==> src/rtl/riscv_pkg.sv <==
// Shared RISCV-32 core definitions: datapath width, reset/flush NOP and the
// instruction-fetch state encoding.
package riscv_pkg;

   localparam int unsigned XLEN      = 32;
   localparam logic [31:0] NOP_INSTR = 32'h0000_0013;  // addi x0,x0,0

   typedef enum logic [1:0] {
      IDLE,
      WAIT,
      HOLD,
      DRAIN
   } fetch_state_t;

endpackage

==> src/rtl/instr_fetch.sv <==
// Instruction fetch stage: fetches the word at instr_addr over a req/ack memory
// handshake and holds it in a valid/ready IF/ID register for decode.
module instr_fetch
   import riscv_pkg::*;
#(
   parameter int unsigned          XLEN      = riscv_pkg::XLEN,
   parameter logic [XLEN-1:0]      NOP_INSTR = riscv_pkg::NOP_INSTR
) (
   input  logic            clk,
   input  logic            rst,
   input  logic [XLEN-1:0] instr_addr,
   input  logic            flush,
   output logic            pc_stall,
   output logic            mem_req,
   output logic [XLEN-1:0] mem_addr,
   input  logic            mem_ack,
   input  logic [XLEN-1:0] mem_rdata,
   input  logic            id_ready,
   output logic            instr_valid,
   output logic [XLEN-1:0] instr,
   output logic [XLEN-1:0] instr_pc,
   output logic            misaligned
);

   fetch_state_t    state, state_nxt;
   logic            mem_req_nxt;
   logic [XLEN-1:0] mem_addr_nxt;
   logic            instr_valid_nxt;
   logic [XLEN-1:0] instr_nxt;
   logic [XLEN-1:0] instr_pc_nxt;
   logic            misaligned_nxt;

   always_ff @(posedge clk) begin
      if (rst) begin
         state       <= IDLE;
         mem_req     <= 1'b0;
         mem_addr    <= '0;
         instr_valid <= 1'b0;
         instr       <= NOP_INSTR;
         instr_pc    <= '0;
         misaligned  <= 1'b0;
      end else begin
         state       <= state_nxt;
         mem_req     <= mem_req_nxt;
         mem_addr    <= mem_addr_nxt;
         instr_valid <= instr_valid_nxt;
         instr       <= instr_nxt;
         instr_pc    <= instr_pc_nxt;
         misaligned  <= misaligned_nxt;
      end
   end

   always_comb begin
      state_nxt       = state;
      mem_req_nxt     = mem_req;
      mem_addr_nxt    = mem_addr;
      instr_valid_nxt = instr_valid;
      instr_nxt       = instr;
      instr_pc_nxt    = instr_pc;
      misaligned_nxt  = misaligned;

      case (state)
         IDLE: begin
            // A flush in IDLE only clears the fault; the redirected PC is
            // picked up on the following edge.
            if (flush) begin
               misaligned_nxt = 1'b0;
            end else if (misaligned) begin
               misaligned_nxt = 1'b1;
            end else if (instr_addr[1:0] != 2'b00) begin
               misaligned_nxt = 1'b1;
            end else begin
               mem_addr_nxt = instr_addr;
               mem_req_nxt  = 1'b1;
               state_nxt    = WAIT;
            end
         end

         WAIT: begin
            if (mem_ack) begin
               mem_req_nxt = 1'b0;
               if (flush) begin
                  state_nxt = IDLE;
               end else begin
                  instr_nxt       = mem_rdata;
                  instr_pc_nxt    = mem_addr;
                  instr_valid_nxt = 1'b1;
                  state_nxt       = HOLD;
               end
            end else if (flush) begin
               state_nxt = DRAIN;
            end
         end

         DRAIN: begin
            // Orphaned request must complete before mem_req may drop.
            if (mem_ack) begin
               mem_req_nxt = 1'b0;
               state_nxt   = IDLE;
            end
         end

         HOLD: begin
            if (flush) begin
               instr_valid_nxt = 1'b0;
               instr_nxt       = NOP_INSTR;
               state_nxt       = IDLE;
            end else if (id_ready) begin
               instr_valid_nxt = 1'b0;
               state_nxt       = IDLE;
            end
         end

         default: begin
            state_nxt = IDLE;
         end
      endcase
   end

   assign pc_stall = !((state == HOLD) && id_ready && !flush);

endmodule

==> config.mk <==
export PLATFORM = sky130hd
export DESIGN_NAME = instr_fetch
export DESIGN_NICKNAME = d
export VERILOG_FILES = /design/src/rtl/riscv_pkg.sv /design/src/rtl/instr_fetch.sv
export SDC_FILE = /design/constraint.sdc
export NUM_CORES = 1
export LEC_CHECK = 0
export ABC_AREA = 0
export CAP_MARGIN = 20
export CORE_MARGIN = 5
export CORE_UTILIZATION = 41
export DETAILED_ROUTE_END_ITERATION = 16
export GPL_ROUTABILITY_DRIVEN = 0
export PLACE_DENSITY = 0.88
export SYNTH_ARGS = -nofsm -noshare
export SYNTH_HDL_FRONTEND = slang
export SYNTH_SLANG_ARGS = --single-unit
==> constraint.sdc <==
create_clock -name clk -period 1.73 [get_ports clk]
set_clock_uncertainty 0.05 [all_clocks]
set_input_delay 0.346 -clock clk [delete_from_list [all_inputs] [get_ports clk]]
set_output_delay 0.346 -clock clk [all_outputs]
set_load 0.02 [all_outputs]
==> impl_metrics.env <==
export IMPL_preCtsSetupSlack_ns=-0.502
export IMPL_viasPerCell=5.13
export IMPL_busiest_layer="met2"
export IMPL_setup_viol=0
export IMPL_rsz0062_at_grt="yes"
export IMPL_clkLatencyLatePin_ns=0.36
export IMPL_num_antenna_cells=0
export IMPL_status="complete, no violations"
export IMPL_worst_slew_pin_slew_ns=0.466
export IMPL_grt_pass1_vias=3490
export IMPL_fin_crit_ns=1.69
export IMPL_synth_cell_types=28
export IMPL_port_buffers=168
export IMPL_finalCritPeriodShare_pct=97.9
export IMPL_syn_area_per_cell_sq_um=9.56
export IMPL_via_count=3452
export IMPL_synth_edf_count=0
export IMPL_cpPeakStageDelay_ns=0.45
export IMPL_power_density_nw_per_um2=757
export IMPL_worstPathCellList="clkdlybuf4s50_1 > buf_12 > nor4bb_4 > a311oi_4 > buf_8 > a22o_1"
export IMPL_grt_max_degree=53
export IMPL_die_x_um=106
export IMPL_hold_buffers=0
export IMPL_grt_first_pass_wirelength_um=17500
export IMPL_grt_use_met2_pct=34.7
export IMPL_io_pins=169
export IMPL_wl_um=10800
export IMPL_critPathKind="input pin to flop"
export IMPL_yosysTopAreaCell="dfxtp_1"
export IMPL_yosys_top_cells_area="dfxtp_1 54%, nand4b_1 7.0%, a22o_1 6.8%"
export IMPL_syn_instance_count=393
export IMPL_die_area_sq_um=11200
export IMPL_crit_path_end_kind="flop"
export IMPL_cts_made_buffers=9
export IMPL_max_freq_ghz=0.590
export IMPL_final_antenna_net_count=0
export IMPL_start_util_pct=41.4
export IMPL_crit_slowest_cell="clkdlybuf4s50_1"
export IMPL_first_pass_iters=5
export IMPL_cp_arrival_ns=1.90
export IMPL_dp_cells=656
export IMPL_area_delta_synth_final_pct=53.6
export IMPL_cts_sinks=101
export IMPL_async_flop_share_pct=0
export IMPL_yosysWarnings=0
export IMPL_cts_tree="built"
export IMPL_wire_per_inst_um=16.0
export IMPL_core_area_sq_um=9060
export IMPL_p_leak_nw=2.79
export IMPL_clock_root_buffer="clkbuf_8"
export IMPL_ys_seq_elements=101
export IMPL_worstPathRequired_ns=1.94
export IMPL_maxCapViolCount=0
export IMPL_dp_hpwl_um=7800
export IMPL_overflow=0
export IMPL_final_hold_viol_count=0
export IMPL_ir_drop_mv=0.361
export IMPL_drt_initial_drc_count=143
export IMPL_met1_usage_pct=21.7
export IMPL_slew_headroom_pct=69.0
export IMPL_drc=0
export IMPL_hp_class="flop to flop"
export IMPL_clkTransAtPathRegs_ns=0.10
export IMPL_setup_tns_final_ns=0
export IMPL_drive_above_1_share_pct=8.36
export IMPL_synthFlopType="dfxtp_1"
export IMPL_core_rowCount=35
export IMPL_nets=626
export IMPL_syn_cell_area_sq_um=3760
export IMPL_antenna_found_initial=0
export IMPL_start_kind="input pin"
export IMPL_fin_util_pct=63.7
export IMPL_cts_buffer_depth=2
export IMPL_stdcell_count=673
export IMPL_cts_htree_levels=3
export IMPL_met3_usage_pct=5.39
export IMPL_gr_usage_all_layers_pct=19.2
export IMPL_ys_seq_area_share_pct=53.8
export IMPL_synth_top_area_share_pct=53.8
export IMPL_fin_ws_ns=0.0363
export IMPL_path_max_fanout=19
export IMPL_maxSlewViolCount=0
export IMPL_fp_dieH_um=106
export IMPL_syn_nets=462
==> layout by cell type, fill, tap and decap left out, types with 2 or more instances in the layout <==
master / count
a21oi_1: 35
clkdlybuf4s50_1: 67
a22oi_1: 3
dlymetal6s2s_1: 22
nand2b_1: 30
nor2_1: 2
a22o_1: 29
nand4b_1: 30
buf_4: 18
nor2b_1: 2
inv_6: 2
nor3b_1: 2
o21ai_0: 33
buf_12: 4
nand2_1: 67
dfxtp_1: 101
inv_1: 9
dlygate4sd2_1: 77
clkbuf_8: 9
==> routing by layer <==
layer | vias to the layer above | wire length (um) | part of all wire, %
li1 | 1698 | - | -
met1 | 1626 | 4320 | 40
met2 | 113 | 5610 | 52
met3 | 15 | 698 | 6.5
met4 | 0 | 166 | 1.5
met5 | - | 0 | 0
==> sequential cells by signal, summed over array words and instances, names as in the netlist <==
| signal | count |
|---|---|
| misaligned | 1 |
| mem_addr | 32 |
| state | 2 |
| mem_req | 1 |
| instr_valid | 1 |
| instr_pc | 32 |
| instr | 32 |
==> final cells by class <==
| class | instances | area [sq um] |
|---|---|---|
| inverters | 9 | 33.8 |
| clock inverters | 7 | 80.1 |
| clock buffers | 9 | 124 |
| multi-input cells | 246 | 1520 |
| well taps | 111 | 139 |
| fillers | 762 | 3290 |
| repair buffers | 190 | 1860 |
| flip-flops and latches | 101 | 2020 |
==> cell usage after synthesis (3+ instances only) <==
cell	instances
buf_2	13
nand2_1	67
nand4b_1	30
a22oi_1	3
clkbuf_1	15
buf_6	5
dfxtp_1	101
o21ai_0	33
inv_1	9
a21oi_1	35
nand2b_1	30
a22o_1	29
nor2_1	3
==> cells by family after synthesis <==
group                  after synthesis  share of synthesized area [%]
DFF                                101                           53.8
AOI/OAI and AO/OA                  103                           17.6
buffers and inverters               46                           6.29
and+or+nand+nor                    143                           22.3
==> worst max-delay path: cells and delay by family <==
family,cells,cell delay (ns)
buffers and inverters,3,0.80
and+or+nand+nor,1,0.41
AOI/OAI and AO/OA,2,0.34
==> power breakdown <==
part / leakage, nW / switching, mW / internal (mW)
clock: 0.102 / 0.852 / 0.690
sequential: 0.816 / 0.0249 / 2.36
combinational: 1.87 / 0.197 / 0.249
total: 2.79 / 1.07 / 3.30
==> repair_timing <==
item,in CTS,in global routing
pin swaps,1,1
gates resized for setup,83,24
setup buffers,1,0
setup endpoints to repair,104,24
cloned,0,0
==> final timing paths <==
| kind | from | end | slack (ns) | cells past startpoint |
|---|---|---|---|---|
| worst max register to register | state[1]$_SDFFE_PP0P_ | instr[3]$_SDFFE_PP0P_ | 0.25 | 5 |
| worst min register to register | instr_pc[17]$_SDFFE_PP0P_ | instr_pc[17]$_SDFFE_PP0P_ | 0.41 | 2 |
| worst min-delay path | instr_pc[17]$_SDFFE_PP0P_ | instr_pc[17]$_SDFFE_PP0P_ | 0.41 | 2 |
| worst max-delay path | flush | instr[3]$_SDFFE_PP0P_ | 0.04 | 6 |
==> stage by stage <==
stage               cell area, sq um  hold WS [ns]  power [mW]
floorplan                       3760         0.421        2.62
global placement                5560         0.394        2.88
detailed placement              5580         0.399        2.90
CTS                             5710         0.412        4.41
global route                    5770         0.432        4.55
finish                          5770         0.408        4.37
No activity file was read; power rests on OpenSTA's default activity.
